==> config.mk <==
export PLATFORM = sky130hd
export DESIGN_NAME = spike_counter_array
export DESIGN_NICKNAME = d
export VERILOG_FILES = /design/src/rtl/spike_pkg.sv /design/src/rtl/spike_chan_counter.sv /design/src/rtl/spike_counter_array.sv
export SDC_FILE = /design/constraint.sdc
export NUM_CORES = 2
export LEC_CHECK = 0
export BUFFER_PORTS_ARGS = -buffer_cell sky130_fd_sc_hd__buf_2
export CORE_ASPECT_RATIO = 0.8
export CORE_UTILIZATION = 31
export DETAILED_ROUTE_END_ITERATION = 12
export PLACE_DENSITY = 0.52
export SYNTH_ARGS = -nofsm -noshare
export SYNTH_HDL_FRONTEND = slang
export SYNTH_SLANG_ARGS = --single-unit
==> constraint.sdc <==
create_clock -name clk -period 40.4 [get_ports clk]
set_input_delay 10.1 -clock clk [delete_from_list [all_inputs] [get_ports clk]]
set_output_delay 10.1 -clock clk [all_outputs]
set_load 0.005 [all_outputs]
==> src/rtl/spike_pkg.sv <==
`default_nettype none
// ============================================================================
// Module      : spike_pkg
// Description : Shared defaults and mode constants for the spike counter array.
// Revision    : 1.0 - initial release
// ============================================================================
package spike_pkg;

    localparam int DEF_NCH  = 14;
    localparam int DEF_CW   = 32;
    localparam int DEF_SYNC = 2;

    localparam logic MODE_WINDOWED   = 1'b0;
    localparam logic MODE_CUMULATIVE = 1'b1;

    // Readout index width; a single channel still needs a one-bit select.
    function automatic int sel_width(input int nch);
        return (nch > 1) ? $clog2(nch) : 1;
    endfunction

endpackage
`default_nettype wire

==> src/rtl/spike_chan_counter.sv <==
`default_nettype none
// ============================================================================
// Module      : spike_chan_counter
// Description : One spike channel: synchroniser, rising-edge detector,
//               saturating live counter, window shadow and sticky overflow.
// Revision    : 1.0 - initial release
// ============================================================================
module spike_chan_counter
    import spike_pkg::*;
#(
    parameter int CW   = DEF_CW,
    parameter int SYNC = DEF_SYNC
) (
    input  logic          clk,
    input  logic          reset_global,
    input  logic          i_spike,
    input  logic          i_arm,
    input  logic          i_win_edge,
    input  logic          i_win_clear,
    output logic [CW-1:0] o_shadow,
    output logic          o_ovf
);

    logic [SYNC-1:0] r_sync;
    logic            r_prev;
    logic [CW-1:0]   r_live;
    logic [CW-1:0]   r_shadow;
    logic            r_ovf;

    logic            w_edge;
    logic            w_at_max;
    logic [CW-1:0]   w_live_next;

    assign w_edge      = i_arm & r_sync[SYNC-1] & ~r_prev;
    assign w_at_max    = (r_live == {CW{1'b1}});
    assign w_live_next = (w_edge && !w_at_max) ? (r_live + CW'(1)) : r_live;

    always_ff @(posedge clk or posedge reset_global) begin
        if (reset_global) begin
            r_sync <= '0;
            r_prev <= 1'b0;
        end else begin
            r_sync <= {r_sync[SYNC-2:0], i_spike};
            r_prev <= r_sync[SYNC-1];
        end
    end

    // The snapshot takes the post-increment value so a spike coinciding with
    // the window edge lands in the closing window, not the next one.
    always_ff @(posedge clk or posedge reset_global) begin
        if (reset_global) begin
            r_live   <= '0;
            r_shadow <= '0;
        end else if (i_win_edge) begin
            r_shadow <= w_live_next;
            r_live   <= i_win_clear ? '0 : w_live_next;
        end else begin
            r_live   <= w_live_next;
        end
    end

    always_ff @(posedge clk or posedge reset_global) begin
        if (reset_global) begin
            r_ovf <= 1'b0;
        end else if (w_edge && w_at_max) begin
            r_ovf <= 1'b1;
        end
    end

    assign o_shadow = r_shadow;
    assign o_ovf    = r_ovf;

endmodule
`default_nettype wire

==> src/rtl/spike_counter_array.sv <==
`default_nettype none
// ============================================================================
// Module      : spike_counter_array
// Description : NCH-channel spike counter with window snapshots, windowed or
//               cumulative counting, and a registered per-channel readout.
// Revision    : 1.0 - initial release
// ============================================================================
module spike_counter_array
    import spike_pkg::*;
#(
    parameter int NCH  = DEF_NCH,
    parameter int CW   = DEF_CW,
    parameter int SYNC = DEF_SYNC
) (
    input  logic                      clk,
    input  logic                      reset_global,
    input  logic [NCH-1:0]            spike_in,
    input  logic                      win_clk,
    input  logic                      mode,
    input  logic [sel_width(NCH)-1:0] sel,
    output logic [CW-1:0]             count_out,
    output logic                      win_strobe,
    output logic [NCH-1:0]            ovf
);

    localparam int              ARMW       = $clog2(SYNC + 2);
    localparam logic [ARMW-1:0] c_arm_done = ARMW'(SYNC + 1);

    logic [ARMW-1:0] r_arm_cnt;
    logic            w_armed;

    logic [SYNC-1:0] r_win_sync;
    logic            r_win_prev;
    logic            r_win_strobe;
    logic            w_win_edge;
    logic            w_win_clear;

    logic [CW-1:0]   w_shadow [NCH];
    logic [NCH-1:0]  w_ovf;
    logic            w_sel_valid;
    logic [CW-1:0]   w_count_next;
    logic [CW-1:0]   r_count;

    // Edges stay masked until the synchronisers and edge registers have seen a
    // full pipeline of post-reset samples, so lines already high never count.
    always_ff @(posedge clk or posedge reset_global) begin
        if (reset_global) begin
            r_arm_cnt <= '0;
        end else if (!w_armed) begin
            r_arm_cnt <= r_arm_cnt + ARMW'(1);
        end
    end

    assign w_armed = (r_arm_cnt == c_arm_done);

    always_ff @(posedge clk or posedge reset_global) begin
        if (reset_global) begin
            r_win_sync   <= '0;
            r_win_prev   <= 1'b0;
            r_win_strobe <= 1'b0;
        end else begin
            r_win_sync   <= {r_win_sync[SYNC-2:0], win_clk};
            r_win_prev   <= r_win_sync[SYNC-1];
            r_win_strobe <= w_win_edge;
        end
    end

    assign w_win_edge = w_armed & r_win_sync[SYNC-1] & ~r_win_prev;

    // mode only matters in the window-edge cycle, so it is effectively
    // sampled there and a mid-window change applies at the next edge.
    assign w_win_clear = (mode == MODE_WINDOWED);

    generate
        for (genvar gi = 0; gi < NCH; gi++) begin : g_chan
            spike_chan_counter #(
                .CW   (CW),
                .SYNC (SYNC)
            ) u_chan (
                .clk          (clk),
                .reset_global (reset_global),
                .i_spike      (spike_in[gi]),
                .i_arm        (w_armed),
                .i_win_edge   (w_win_edge),
                .i_win_clear  (w_win_clear),
                .o_shadow     (w_shadow[gi]),
                .o_ovf        (w_ovf[gi])
            );
        end
    endgenerate

    always_comb begin
        w_sel_valid  = (32'(sel) < 32'(NCH));
        w_count_next = '0;
        if (w_sel_valid) begin
            w_count_next = w_shadow[sel];
        end
    end

    always_ff @(posedge clk or posedge reset_global) begin
        if (reset_global) begin
            r_count <= '0;
        end else begin
            r_count <= w_count_next;
        end
    end

    assign count_out  = r_count;
    assign win_strobe = r_win_strobe;
    assign ovf        = w_ovf;

endmodule
`default_nettype wire
==> impl_metrics.prom <==
# TYPE chip_impl_metric gauge
chip_impl_metric{name="cts-resized-gates",unit=""} 0
chip_impl_metric{name="synth-seq-cells",unit=""} 990
chip_impl_metric{name="fin_hold_ws",unit="ns"} 0.347
chip_impl_metric{name="fin_setup_tns",unit="ns"} 0
chip_impl_metric{name="cts_setup_buffers",unit=""} 0
chip_impl_info{name="ys.flop_type",value="sky130_fd_sc_hd__dfrtp_1"} 1
chip_impl_metric{name="yosysSeqAreaShare",unit=""} 0.545
chip_impl_metric{name="synthDistinctLibCells",unit=""} 72
chip_impl_metric{name="yosys.area_share.xor_xnor",unit=""} 0.0794
chip_impl_metric{name="wire_per_inst",unit="um"} 22.5
chip_impl_info{name="critical_path.most_common_cell",value="sky130_fd_sc_hd__buf_4"} 1
chip_impl_metric{name="synth.mux.area_fraction",unit=""} 0.0670
chip_impl_metric{name="critical-path-max-stage-delay",unit="ns"} 0.92
chip_impl_metric{name="floorplan.die.height",unit="um"} 344
chip_impl_metric{name="global_route.usage.total",unit=""} 0.196
chip_impl_metric{name="route.antenna.remaining_nets",unit=""} 0
chip_impl_metric{name="timing.max_slew.rel_slack",unit=""} 0.130
chip_impl_info{name="synth_top_cells_by_area",value="sky130_fd_sc_hd__dfrtp_1 55%, sky130_fd_sc_hd__nand2_1 5.3%, sky130_fd_sc_hd__xor2_1 5.2%, sky130_fd_sc_hd__o21ai_0 5.1%, sky130_fd_sc_hd__nor2_1 4.8%"} 1
chip_impl_metric{name="top_level_ports",unit=""} 69
chip_impl_metric{name="drc",unit=""} 0
chip_impl_metric{name="drt_pre_antenna_iters",unit=""} 5
chip_impl_info{name="critical_path.cell_chain",value="buf_2 > nor2_4 > buf_4 > buf_4 > buf_12 > buf_4 > nor2_1"} 1
chip_impl_metric{name="synth_edf_count",unit=""} 0
chip_impl_metric{name="maximum_number_of_pins_on_one_net_before_global_route_repair",unit=""} 259
chip_impl_metric{name="cellLeakagePower",unit="nW"} 21.9
chip_impl_metric{name="period_minus_slack",unit="ns"} 12.91
chip_impl_metric{name="power_per_cell_area",unit="nW/um^2"} 43.4
chip_impl_metric{name="synth_compound_gate_area_share",unit=""} 0.0692
chip_impl_metric{name="hold_viol",unit=""} 0
chip_impl_metric{name="globalRouteOverflowTotal",unit=""} 0
chip_impl_metric{name="final_report_setup_violation_count",unit=""} 0
chip_impl_metric{name="clock.fmax",unit="GHz"} 0.0775
chip_impl_metric{name="cts.htree.levels",unit=""} 3
chip_impl_metric{name="postSynthAreaPerCell",unit="um^2"} 10.1
chip_impl_metric{name="vias",unit=""} 33421
chip_impl_metric{name="final_layout_size_suffix_gt1_frac",unit=""} 0.0896
chip_impl_metric{name="finalWeightedCongestion",unit=""} 0.896
chip_impl_metric{name="worst_skew_pair.late_latency",unit="ns"} 0.72
chip_impl_metric{name="finalClockSkew",unit="ns"} 0.0284
chip_impl_metric{name="async_reset_ff_frac",unit=""} 1.00
chip_impl_metric{name="layout.nets",unit=""} 4502
chip_impl_metric{name="synthCells",unit=""} 4490
chip_impl_metric{name="cts.clk_slew.worst_paths",unit="ns"} 0.06
chip_impl_info{name="worst_setup_path_end_kind",value="register"} 1
chip_impl_metric{name="global_route_wire_length_before_repair",unit="um"} 218000
chip_impl_info{name="rsz0062_at_grt",value="no"} 1
chip_impl_info{name="cp-start-kind",value="input port"} 1
chip_impl_info{name="status",value="complete, no violations"} 1
chip_impl_metric{name="timing.final.crit_share",unit=""} 0.320
chip_impl_metric{name="dieWidth",unit="um"} 430
chip_impl_metric{name="number_of_buffers_inserted_by_port_buffering",unit=""} 68
chip_impl_info{name="min-delay-path-class",value="register to register"} 1
chip_impl_metric{name="core",unit="um^2"} 145000
chip_impl_info{name="critical_path.slowest_cell",value="sky130_fd_sc_hd__buf_4"} 1
chip_impl_info{name="critical_path.top_delay_family",value="buffers and inverters"} 1
chip_impl_metric{name="synth_simple_gate_area_share",unit=""} 0.209
chip_impl_metric{name="clock_tree.buffer_depth",unit=""} 3
chip_impl_info{name="layout_common_cells",value="990 x sky130_fd_sc_hd__dfrtp_1, 637 x sky130_fd_sc_hd__nand2_1, 579 x sky130_fd_sc_hd__nor2_1"} 1
chip_impl_metric{name="layout.cell_area.non_filler",unit="um^2"} 50900
chip_impl_metric{name="initial_core_util",unit=""} 0.313
chip_impl_metric{name="syn_area",unit="um^2"} 45500
chip_impl_metric{name="dp_hpwl",unit="um"} 105000
chip_impl_metric{name="max_cap_violations",unit=""} 0
chip_impl_metric{name="grt_pass1_vias",unit=""} 31697
chip_impl_metric{name="cts_num_sinks",unit=""} 990
chip_impl_metric{name="timing_max_transition_violations_final",unit=""} 0
chip_impl_metric{name="via_per_inst",unit=""} 5.18
chip_impl_info{name="clock_tree.root_cell",value="sky130_fd_sc_hd__clkbuf_16"} 1
chip_impl_metric{name="yosys_warnings",unit=""} 0
chip_impl_metric{name="cts_hold_repair.buffers",unit=""} 0
chip_impl_metric{name="cp.buffers_inverters",unit=""} 5
chip_impl_metric{name="synthesis.nets",unit=""} 4527
chip_impl_metric{name="dp_area",unit="um^2"} 47600
chip_impl_metric{name="tightestPinTransition",unit="ns"} 1.29
chip_impl_info{name="cts_tree",value="done"} 1
chip_impl_metric{name="synth_fa_ha_area_frac",unit=""} 0.00413
chip_impl_metric{name="routed_wirelength",unit="um"} 145000
chip_impl_metric{name="drtIter0Drc",unit=""} 3542
chip_impl_info{name="layout.cells.most_common",value="sky130_fd_sc_hd__dfrtp_1"} 1
chip_impl_metric{name="crit_path_max_fanout",unit=""} 178
chip_impl_info{name="timing.setup.critical_path_class",value="input port to register"} 1
chip_impl_metric{name="timing.critical_path.required",unit="ns"} 40.95
chip_impl_metric{name="layout.core_utilization",unit=""} 0.350
chip_impl_info{name="synth_top_area_cell",value="sky130_fd_sc_hd__dfrtp_1"} 1
chip_impl_metric{name="crit_arrival",unit="ns"} 13.45
chip_impl_info{name="synth_top_family_by_area",value="simple AND/OR/NAND/NOR gates"} 1
chip_impl_metric{name="fp.dieArea",unit="um^2"} 148000
chip_impl_metric{name="tritoncts.num_buffers",unit=""} 99
chip_impl_metric{name="initial_antenna_violation_count",unit=""} 11
chip_impl_metric{name="fillerInstances",unit=""} 14585
chip_impl_metric{name="vdd_drop_max",unit="uV"} 35.9
chip_impl_metric{name="core.rowCount",unit=""} 125
chip_impl_metric{name="synth_top_area_share",unit=""} 0.545
chip_impl_metric{name="area_delta_synth_final",unit="%"} 11.9
chip_impl_metric{name="power.total",unit="mW"} 2.21
## through the flow
stage	worst slack, ns	std cells
3_5_place_dp	26.70	6269
5_1_grt	27.13	6445
3_3_place_gp	26.75	6269
6_report	27.49	6446
2_1_floorplan	2.45	4490
4_1_cts	27.51	6445
## where the power goes
| part | leakage (nW) | switching [mW] | internal [mW] |
|---|---|---|---|
| clock | 1.63 | 0.414 | 0.540 |
| sequential | 13.6 | 0.0509 | 1.04 |
| combinational | 6.69 | 0.111 | 0.0524 |
## cell usage after synthesis (44+ instances only)
library cell               number
sky130_fd_sc_hd__inv_1         55
sky130_fd_sc_hd__nor3_1        85
sky130_fd_sc_hd__xnor2_1      141
sky130_fd_sc_hd__nand4_1      189
sky130_fd_sc_hd__nor2_1       580
sky130_fd_sc_hd__and4_1        44
sky130_fd_sc_hd__clkbuf_1     193
sky130_fd_sc_hd__nand3_1      216
sky130_fd_sc_hd__mux2i_1       87
sky130_fd_sc_hd__o21ai_0      464
sky130_fd_sc_hd__nor4_1        46
sky130_fd_sc_hd__mux4_2        96
sky130_fd_sc_hd__and3_1        79
sky130_fd_sc_hd__xor2_1       271
sky130_fd_sc_hd__nand2_1      637
sky130_fd_sc_hd__dfrtp_1      990
## per-layer routing
layer / wire, um / global-route usage / up-vias
li1: - / - / 15512
met1: 75800 / 0.321 / 16806
met2: 56500 / 0.256 / 952
met3: 9900 / 0.0374 / 151
met4: 3020 / 0.0480 / 0
met5: 0 / 0 / -
## final timing paths
path | start | endpoint | slack, ns | cells after the start
worst max-delay path | mode | g_chan[3].u_chan.r_live[0]$_DFF_PP0_ | 27.49 | 7
worst min-delay path | g_chan[4].u_chan.r_sync[0]$_DFF_PP0_ | g_chan[4].u_chan.r_sync[1]$_DFF_PP0_ | 0.35 | 0
worst max register to register | r_arm_cnt[0]$_DFFE_PP0P_ | g_chan[3].u_chan.r_live[0]$_DFF_PP0_ | 35.98 | 9
worst min register to register | g_chan[4].u_chan.r_sync[0]$_DFF_PP0_ | g_chan[4].u_chan.r_sync[1]$_DFF_PP0_ | 0.35 | 0
max in group asynchronous | reset_global | r_arm_cnt[0]$_DFFE_PP0P_ | 27.67 | 5
min in group asynchronous | reset_global | g_chan[0].u_chan.r_live[2]$_DFF_PP0_ | 9.53 | 2
## kinds of logic after synthesis
kind of cell / count (synthesis)
simple gates: 2014
fa+ha+maj: 15
xor+xnor: 412
flops: 990
buf+inv: 291
compound gates: 584
mux: 184
## area by class of cell
class                      instances  area (um^2)  share of cell area
tap                             1905         2380              0.0469
multi-input combinational       3209        19500               0.383
clock buffer                     138         2870              0.0563
clock inverter                    38          428             0.00841
timing repair buffer             110          707              0.0139
sequential                       990        24800               0.487
antenna                            1         2.50           0.0000492
inverter                          55          214             0.00421
## sequential cells by signal (all words and copies together) (netlist names)
register,cells
win_strobe,1
g_chan.u_chan.r_sync,28
g_chan.u_chan.r_prev,14
g_chan.u_chan.o_ovf,14
r_win_prev,1
g_chan.u_chan.r_live,448
r_arm_cnt,2
r_win_sync,2
count_out,32
g_chan.u_chan.o_shadow,448
Power figures use the tool's default switching activity.
